<file path="src/rtl/mem_gpio_irq_pkg.sv">
// Shared definitions for the memory-mapped GPIO peripheral: register word
// indices, bus FSM states and the byte-lane mask helper.
package gpio_pkg;

  // Only address bits [5:2] take part in decode, so the register index is 4 bits wide.
  localparam int REG_IDX_W = 4;
  typedef logic [REG_IDX_W-1:0] reg_idx_t;

  // Register word indices (byte offset / 4).
  localparam reg_idx_t GPIO_DOUT    = 4'd0;  // 0x00 RW
  localparam reg_idx_t GPIO_OE      = 4'd1;  // 0x04 RW
  localparam reg_idx_t GPIO_DIN     = 4'd2;  // 0x08 RO, synchronised pads
  localparam reg_idx_t GPIO_SET     = 4'd3;  // 0x0C WO
  localparam reg_idx_t GPIO_CLR     = 4'd4;  // 0x10 WO
  localparam reg_idx_t GPIO_TGL     = 4'd5;  // 0x14 WO
  localparam reg_idx_t GPIO_RISE_EN = 4'd6;  // 0x18 RW
  localparam reg_idx_t GPIO_FALL_EN = 4'd7;  // 0x1C RW
  localparam reg_idx_t GPIO_PEND    = 4'd8;  // 0x20 RW1C

  // Bus handshake: accept in IDLE, answer in RESP, always return to IDLE.
  typedef enum logic {
    BUS_IDLE = 1'b0,
    BUS_RESP = 1'b1
  } bus_state_e;

  // Expand the 4 byte strobes into a 32-bit bit mask.
  function automatic logic [31:0] lane_mask(input logic [3:0] wstrb);
    logic [31:0] m;
    for (int b = 0; b < 4; b++) begin
      m[b*8 +: 8] = {8{wstrb[b]}};
    end
    return m;
  endfunction

endpackage

</file>
<file path="src/rtl/mem_gpio_irq_sync.sv">
// Multi-stage synchroniser for the asynchronous pad inputs. One instance
// covers every pin; each bit is an independent flop chain.
module gpio_sync #(
  parameter int WIDTH  = 32,
  parameter int STAGES = 2
) (
  input  logic             clk,
  input  logic             rst,
  input  logic [WIDTH-1:0] d,
  output logic [WIDTH-1:0] q
);

  // Chain packed oldest-stage-last: slice 0 is the first flop after the pad.
  logic [STAGES*WIDTH-1:0] chain_q;
  logic [STAGES*WIDTH-1:0] chain_d;

  // Shift every pin one stage further down the chain each cycle.
  always_comb begin
    chain_d = {chain_q[(STAGES-1)*WIDTH-1:0], d};
  end

  // Chain flops, cleared by reset so DIN and edge history start at 0.
  always_ff @(posedge clk or posedge rst) begin
    if (rst) begin
      chain_q <= '0;
    end else begin
      chain_q <= chain_d;
    end
  end

  assign q = chain_q[STAGES*WIDTH-1 -: WIDTH];

endmodule

</file>
<file path="src/rtl/mem_gpio_irq.sv">
// Memory-mapped GPIO with atomic set/clear/toggle, synchronised inputs,
// per-pin rise/fall pending bits and a registered level interrupt.
module mem_gpio_irq
  import gpio_pkg::*;
#(
  parameter int NGPIO       = 32,
  parameter int SYNC_STAGES = 2
) (
  input  logic             clk,
  input  logic             rst,
  input  logic             mem_valid,
  output logic             mem_ready,
  input  logic [31:0]      mem_addr,
  input  logic [31:0]      mem_wdata,
  input  logic [3:0]       mem_wstrb,
  output logic [31:0]      mem_rdata,
  output logic [NGPIO-1:0] gpio_oe,
  output logic [NGPIO-1:0] gpio_do,
  input  logic [NGPIO-1:0] gpio_di,
  output logic             irq
);

  bus_state_e state_q, state_d;
  logic       access;
  logic       wr_en;
  reg_idx_t   idx;
  logic [31:0] wmask;
  logic [NGPIO-1:0] wbits;

  logic [NGPIO-1:0] dout_q, dout_d;
  logic [NGPIO-1:0] oe_q, oe_d;
  logic [NGPIO-1:0] rise_en_q, rise_en_d;
  logic [NGPIO-1:0] fall_en_q, fall_en_d;
  logic [NGPIO-1:0] pend_q, pend_d;
  logic [NGPIO-1:0] din;
  logic [NGPIO-1:0] din_q, din_d;
  logic [NGPIO-1:0] edge_hit;
  logic             irq_q, irq_d;
  logic [31:0]      rdata_q, rdata_d;
  logic [31:0]      rd_val;

  // Address bits outside [5:2] and data bits above NGPIO are intentionally ignored.
  logic unused_ok;
  assign unused_ok = ^{mem_addr[31:6], mem_addr[1:0], mem_wdata, wmask};

  gpio_sync #(
    .WIDTH (NGPIO),
    .STAGES(SYNC_STAGES)
  ) u_sync (
    .clk(clk),
    .rst(rst),
    .d  (gpio_di),
    .q  (din)
  );

  // Bus FSM state register.
  always_ff @(posedge clk or posedge rst) begin
    if (rst) begin
      state_q <= BUS_IDLE;
    end else begin
      state_q <= state_d;
    end
  end

  // Bus FSM next state: one response cycle per accepted request.
  always_comb begin
    state_d = state_q;
    case (state_q)
      BUS_IDLE: if (mem_valid) state_d = BUS_RESP;
      BUS_RESP: state_d = BUS_IDLE;
      default:  state_d = BUS_IDLE;
    endcase
  end

  // Bus FSM outputs: accept only while idle, so ready never repeats back to back.
  always_comb begin
    access    = (state_q == BUS_IDLE) && mem_valid;
    mem_ready = (state_q == BUS_RESP);
  end

  // Address decode and byte-lane masking of the write data.
  always_comb begin
    idx   = reg_idx_t'(mem_addr[5:2]);
    wmask = lane_mask(mem_wstrb);
    wbits = mem_wdata[NGPIO-1:0] & wmask[NGPIO-1:0];
    wr_en = access && (mem_wstrb != 4'b0000);
  end

  // Read mux: current (pre-write) register contents, zero above NGPIO.
  always_comb begin
    rd_val = '0;
    case (idx)
      GPIO_DOUT:    rd_val[NGPIO-1:0] = dout_q;
      GPIO_OE:      rd_val[NGPIO-1:0] = oe_q;
      GPIO_DIN:     rd_val[NGPIO-1:0] = din;
      GPIO_RISE_EN: rd_val[NGPIO-1:0] = rise_en_q;
      GPIO_FALL_EN: rd_val[NGPIO-1:0] = fall_en_q;
      GPIO_PEND:    rd_val[NGPIO-1:0] = pend_q;
      default:      rd_val = '0;
    endcase
  end

  // Edge detect on the synchronised inputs, gated by the current enables.
  always_comb begin
    din_d    = din;
    edge_hit = (din & ~din_q & rise_en_q) | (~din & din_q & fall_en_q);
  end

  // Register file updates; a new edge overrides a same-cycle PEND clear.
  always_comb begin
    dout_d    = dout_q;
    oe_d      = oe_q;
    rise_en_d = rise_en_q;
    fall_en_d = fall_en_q;
    pend_d    = pend_q;
    if (wr_en) begin
      case (idx)
        GPIO_DOUT:    dout_d    = (dout_q & ~wmask[NGPIO-1:0]) | wbits;
        GPIO_OE:      oe_d      = (oe_q & ~wmask[NGPIO-1:0]) | wbits;
        GPIO_SET:     dout_d    = dout_q | wbits;
        GPIO_CLR:     dout_d    = dout_q & ~wbits;
        GPIO_TGL:     dout_d    = dout_q ^ wbits;
        GPIO_RISE_EN: rise_en_d = (rise_en_q & ~wmask[NGPIO-1:0]) | wbits;
        GPIO_FALL_EN: fall_en_d = (fall_en_q & ~wmask[NGPIO-1:0]) | wbits;
        GPIO_PEND:    pend_d    = pend_q & ~wbits;
        default:      ;
      endcase
    end
    pend_d  = pend_d | edge_hit;
    irq_d   = |pend_q;
    rdata_d = access ? rd_val : 32'h0;
  end

  // All peripheral state flops.
  always_ff @(posedge clk or posedge rst) begin
    if (rst) begin
      dout_q    <= '0;
      oe_q      <= '0;
      rise_en_q <= '0;
      fall_en_q <= '0;
      pend_q    <= '0;
      din_q     <= '0;
      irq_q     <= 1'b0;
      rdata_q   <= '0;
    end else begin
      dout_q    <= dout_d;
      oe_q      <= oe_d;
      rise_en_q <= rise_en_d;
      fall_en_q <= fall_en_d;
      pend_q    <= pend_d;
      din_q     <= din_d;
      irq_q     <= irq_d;
      rdata_q   <= rdata_d;
    end
  end

  assign gpio_do   = dout_q;
  assign gpio_oe   = oe_q;
  assign irq       = irq_q;
  assign mem_rdata = rdata_q;

endmodule
</file>
<file path="config.mk">
export PLATFORM = sky130hd
export DESIGN_NAME = mem_gpio_irq
export DESIGN_NICKNAME = d
export VERILOG_FILES = /design/src/rtl/mem_gpio_irq_pkg.sv /design/src/rtl/mem_gpio_irq_sync.sv /design/src/rtl/mem_gpio_irq.sv
export SDC_FILE = /design/constraint.sdc
export NUM_CORES = 1
export LEC_CHECK = 0
export CORE_AREA = 2 2 179 181
export CTS_CLUSTER_SIZE = 30
export DETAILED_ROUTE_END_ITERATION = 10
export DIE_AREA = 0 0 181 183
export GPL_ROUTABILITY_DRIVEN = 0
export GPL_TIMING_DRIVEN = 0
export REMOVE_ABC_BUFFERS = 1
export SETUP_SLACK_MARGIN = 0.4
export SLEW_MARGIN = 20
export SYNTH_ARGS = -nofsm -noshare
export SYNTH_HDL_FRONTEND = slang
export SYNTH_SLANG_ARGS = --single-unit
</file>
<file path="constraint.sdc">
create_clock -name clk -period 11.7 [get_ports clk]
set_input_delay 1.755 -clock clk [delete_from_list [all_inputs] [get_ports clk]]
set_output_delay 1.755 -clock clk [all_outputs]
set_load 0.1 [all_outputs]
</file>
**Yosys cells after proc, flatten, opt, wreduce, memory -nomap -nowiden**

Index checks and enable logic that the tools add are counted.

- Eq/ne operators: 8
- Reductions and logical operators: 10
- Bitwise logic cells: 24
- Muxes and demuxes: 7

Operator list:

| cell | count |
|---|---|
| AND 32 bit | 11 |
| bitwise OR 32 bit | 7 |
| one-hot mux 32 bit (6 select lines) | 1 |
| inverter 32 bit | 4 |
| one-hot mux 32 bit (4 select lines) | 1 |
| two-way mux 32 bit | 3 |
| OR reduction 32 bit | 1 |
| XOR 32 bit | 1 |
| == test 4 x 3 -> 1 bit (second input constant) | 4 |
| == test 4 x 2 -> 1 bit (second input constant) | 2 |
| AND reduction 2 bit | 4 |
| nonzero test 4 bit | 2 |
| == test 4 x 1 -> 1 bit (second input constant) | 1 |
| == test 4 bit (second input constant) | 1 |
| zero test 4 bit | 1 |
| logical AND 1 bit | 2 |
| one-hot mux 1 bit (2 select lines) | 1 |
| two-way mux 1 bit | 1 |
| inverter 1 bit | 1 |

- Input port bits: 103
- Register bits: 290

**Depth between registers and ports, before layout**

- Word-level depth: 6
- Mapped depth: 8
- Gate-level depth less buffers: 5

**Hierarchy**

From an unflattened synthesis, not the netlist that was laid out.

- Cells, all modules: 1042
- Area, all modules: 12535.8 um^2

Modules (own cells, without submodules):

| module | times used | area an instance (um^2) | cells an instance |
|---|---|---|---|
| mem_gpio_irq | 1 | 10690.3 | 945 |
| gpio_sync | 1 | 1845.5 | 97 |

**Worst setup path after synthesis**

OpenSTA, ideal clock, no wires.

- Kind: in2reg
- Start: in mem_wstrb[0]
- End: reg dout_q[3] (netlist: gpio_do[3])
- Path buffers: 2
- Stages: 7
- Setup slack: 8562 ps
- Arrival: 3013 ps
- Path through: clkbuf_1 > buf_1 > nand2_1 > ha_1 > nor2b_1 > a221oi_1 > o21ai_1

- Cells in the longest elaborated chain, start to end: 4

Ends and longest elaborated chain:

| what | RTL line | RTL |
|---|---|---|
| from (decl) | mem_gpio_irq.sv:15 | `input logic [3:0] mem_wstrb,` |
| AND 32 bit or inverter 32 bit (tied branches) | mem_gpio_irq.sv:85, mem_gpio_irq.sv:118 |  |
| inverter 32 bit or AND 32 bit (tied branches) | mem_gpio_irq.sv:121, mem_gpio_irq.sv:118 |  |
| AND 32 bit or bitwise OR 32 bit (tied branches) | mem_gpio_irq.sv:121, mem_gpio_irq.sv:118 |  |
| one-hot mux 32 bit (4 select lines) | mem_gpio_irq.sv:117 | `case (idx)` |
| to (signal assigned) | mem_gpio_irq.sv:146 | `dout_q <= dout_d;` |
| to (decl) | mem_gpio_irq.sv:30 | `logic [NGPIO-1:0] dout_q, dout_d;` |

Parallel ways exist; a longest one is shown, timed or not.
A chain may end at the register's enable or synchronous reset.

==> out/results.md <==
| Item | Value |
| --- | --- |
| Leading cell type in the layout, fill and taps excluded | sky130_fd_sc_hd__dfrtp_1 |
| Total buffers and inverters traversed by the critical path | 3 |
| Area growth from synthesis to final layout | 27.8% |
| Width of the chip | 181 µm |
| Worst clock skew | 0.00832 ns |
| CTS Root Cell | sky130_fd_sc_hd__clkbuf_16 |
| Vias after detailed routing | 8842 |
| Half-perimeter wire length after placement | 21900 µm |
| Cell family with the largest share of critical-path delay | buffers and inverters |
| Fraction of layout cells with a size suffix above 1 | 0.159 |
| Portion of the post-synthesis area used by sequential elements | 0.588 |
| Final-layout fill cell count | 2793 |
| Worst path required time | 12.14 ns |
| Chip height | 183 µm |
| CTS Sinks | 290 |
| VDD IR max | 113 µV |
| Max Clk Rate | 202 MHz |
| # Max-Cap Violations | 0 |
| Drt first-iter violations | 516 |
| Cell-internal power | 1.96 mW |
| Netlist Area Pre-Place | 12300 µm² |
| Setup violators final | 0 |
| Switching component of the power | 1.05 mW |
| Combined area of the multi-input logic cells | 4810 µm² |
| TritonCTS clock tree | yes |
| Total number of nets in the final design | 1320 |
| Class of the most critical hold timing path | flip-flop to flip-flop |
| Post-CTS sizing | 0 |
| Asr flop ratio synth | 1.00 |
| Avg Vias per Cell | 5.49 |
| Total track usage | 0.202 |
| Largest stage delay on the critical path | 1.17 ns |
| Top-level I/O count | 201 |
| Synth Instances | 1017 |
| First-pass iteration count of the detailed router | 5 |
| Via count of the first global-routing pass | 8972 |
| Number of pins with negative max-slew slack in the final report | 0 |
| Avg Synthesized Cell Area | 12.1 µm² |
| Pin count of the biggest net entering global routing | 90 |
| Flip-flop cell with the highest count after synthesis | sky130_fd_sc_hd__dfrtp_1 |
| Setup repair after global routing missed its margin | false |
| Arrival time of the worst setup path | 5.38 ns |
| Initial cell density of the core | 0.395 |
| Clock-pin slew on the worst setup and hold paths | 0.06 ns |
| Residual antenna-violating net count after detailed routing | 0 |
| Hold buffer count at cts | 0 |
| Clock latency of the later-clocked register in the worst-skew pair | 0.56 ns |
| Max-slew headroom at the worst pin | 0.283 |
| Logic pwr share | 0.250 |
| Critical Setup Path Class | input port to flip-flop |
| Pleak | 6.52 nW |
| Power density over the cells | 191 nW/µm² |
| Status | complete, no violations |
| Final critical-path share of the clock period | 0.423 |
| Number of enable-type register cells in the synthesized netlist | 0 |
| Slowest library cell on the worst path | sky130_fd_sc_hd__clkdlybuf4s50_1 |
| Port Buffers | 172 |
| Post-synthesis cell type count | 50 |
| Critical path, cell by cell | clkdlybuf4s50_1, nor2b_1, nor3b_4, buf_16, buf_6, and3_1, mux2_2 |
| Sequential group share of total power | 0.412 |
| Actual slew at the worst max-slew pin | 1.07 ns |
| Number of clock buffers inserted by TritonCTS | 31 |
| Clock share of power | 0.337 |
| Worst hold margin | 0.346 ns |
| Net Sw Frac | 0.348 |
| Antenna violations before repair | 1 |
| Number of standard-cell rows in the floorplan | 65 |
| Post-synthesis sequential element count | 290 |
| Average detailed-routed wire length per instance | 20.5 µm |
| Total core area | 31200 µm² |
| Setup bufs post-CTS | 0 |
| Commonest cells after routing, fill and taps aside | 290 x sky130_fd_sc_hd__dfrtp_1, 171 x sky130_fd_sc_hd__clkdlybuf4s50_1, 101 x sky130_fd_sc_hd__nand2_1 |
| Startpoint types | input port |
| Deepest clock path buffer count | 3 |
| Detailed-route DRC error count | 0 |
| CP max FO | 24 |
| Synthesis warning total | 0 |
| Aggregate global routing overflow | 0 |
| Share of the core filled with cells in the final layout | 0.505 |
| Total power draw | 3.01 mW |
| Final critical path time including I/O delays and setup | 4.95 ns |
| DRT Wirelength | 33000 µm |
| Full die area | 33100 µm² |
| First-pass GRT wire length | 52400 µm |
| Combined flip-flop and latch cell area | 7260 µm² |
| Final-report hold violation count | 0 |
| H-Tree Level Count | 1 |
| Element type at the critical path end | flip-flop |
| Setup slack of the worst register-to-register path | 9.03 ns |
-- stage by stage --
step	setup WS (ns)	setup TNS [ns]	instance area, µm²	std cells
4_1_cts	6.81	0	15800	1610
3_5_place_dp	6.21	0	14700	1554
2_1_floorplan	1.94	0	12000	959
5_1_grt	6.65	0	15800	1610
6_report	6.75	0	15800	1611
3_3_place_gp	-1.90	-542.09	14300	1533
-- layer usage --
layer	routed length, µm	vias up	GRT usage
met5	0	-	0
met3	1700	45	0.0298
met2	15400	258	0.333
met1	15200	4457	0.287
met4	659	0	0.0429
li1	-	4082	-
-- power groups by stage --
| stage | Clock (mW) | Sequential, mW | Combinational (mW) |
|---|---|---|---|
| after floorplan | 0 | 1.59 | 0.185 |
| final | 1.02 | 1.24 | 0.754 |
| after CTS | 1.04 | 1.24 | 0.760 |
| after detailed placement | 0 | 1.26 | 0.759 |
| after global routing | 1.09 | 1.26 | 0.799 |
| after global placement | 0 | 1.26 | 0.738 |
-- area by class of cell --
| type | count | share of cell area |
|---|---|---|
| flip-flops and latches | 290 | 0.460 |
| clock buffers | 41 | 0.0554 |
| well taps | 402 | 0.0319 |
| clock inverters | 15 | 0.0124 |
| diodes | 1 | 0.000159 |
| repair buffers | 193 | 0.134 |
| inverters | 2 | 0.000953 |
| multi-input cells | 667 | 0.305 |
-- kinds of logic after synthesis --
family,after synthesis,share of synthesized area
multiplexers,126,0.112
XOR/XNOR,1,0.000710
adder cells (fa/ha/maj),32,0.0325
flip-flops,290,0.588
AND/OR/NAND/NOR,254,0.110
AO/OA/AOI/OAI,254,0.132
buffers and inverters,60,0.0241
-- Yosys cell counts, types with 3 or more instances --
| library cell | instances | share of area |
|---|---|---|
| sky130_fd_sc_hd__dfrtp_1 | 290 | 0.59 |
| sky130_fd_sc_hd__nand2_1 | 101 | 0.031 |
| sky130_fd_sc_hd__mux2_2 | 94 | 0.086 |
| sky130_fd_sc_hd__a21oi_1 | 55 | 0.022 |
| sky130_fd_sc_hd__o21ai_0 | 52 | 0.021 |
| sky130_fd_sc_hd__nor2_1 | 39 | 0.012 |
| sky130_fd_sc_hd__a221oi_1 | 37 | 0.026 |
| sky130_fd_sc_hd__a22oi_1 | 34 | 0.021 |
| sky130_fd_sc_hd__ha_1 | 32 | 0.032 |
| sky130_fd_sc_hd__nand3b_1 | 32 | 0.019 |
| sky130_fd_sc_hd__mux2i_1 | 30 | 0.024 |
| sky130_fd_sc_hd__a21o_1 | 25 | 0.015 |
| sky130_fd_sc_hd__clkbuf_1 | 25 | 0.0076 |
| sky130_fd_sc_hd__nand3_1 | 25 | 0.010 |
| sky130_fd_sc_hd__o22ai_1 | 24 | 0.012 |
| sky130_fd_sc_hd__buf_2 | 20 | 0.0081 |
| sky130_fd_sc_hd__nor2b_1 | 14 | 0.0071 |
| sky130_fd_sc_hd__o21ai_1 | 12 | 0.0049 |
| sky130_fd_sc_hd__nor2_4 | 8 | 0.0073 |
| sky130_fd_sc_hd__nor4_1 | 8 | 0.0041 |
| sky130_fd_sc_hd__o211ai_1 | 7 | 0.0043 |
| sky130_fd_sc_hd__and3_1 | 6 | 0.0030 |
| sky130_fd_sc_hd__buf_4 | 6 | 0.0037 |
| sky130_fd_sc_hd__o2111ai_1 | 4 | 0.0028 |
| sky130_fd_sc_hd__a31oi_1 | 3 | 0.0015 |
| sky130_fd_sc_hd__buf_6 | 3 | 0.0027 |
| sky130_fd_sc_hd__nor3b_2 | 3 | 0.0030 |
-- worst paths after layout --
| kind | start | endpoint | depth (start not counted) |
|---|---|---|---|
| worst max-delay path | mem_addr[2] | flip-flop | 7 |
| worst min-delay path | u_sync.chain_q[27] | u_sync.chain_q[59] | 0 |
| worst max register to register | mem_ready | pend_q[7] | 6 |
| worst min register to register | u_sync.chain_q[27] | u_sync.chain_q[59] | 0 |
| max in group asynchronous | rst | asynchronous set/reset pin | 4 |
| min in group asynchronous | rst | din_q[22] | 2 |
-- worst register-to-register path: stages (launching register included) --
cell and delay, ns:
sky130_fd_sc_hd__dfrtp_1 0.41, sky130_fd_sc_hd__nand2b_2 0.47, sky130_fd_sc_hd__buf_16 0.32, sky130_fd_sc_hd__inv_2 0.23, sky130_fd_sc_hd__and3_2 0.73, sky130_fd_sc_hd__nand3_1 0.18, sky130_fd_sc_hd__a21o_1 0.22
Note: power is estimated with default switching activity, not from simulation.
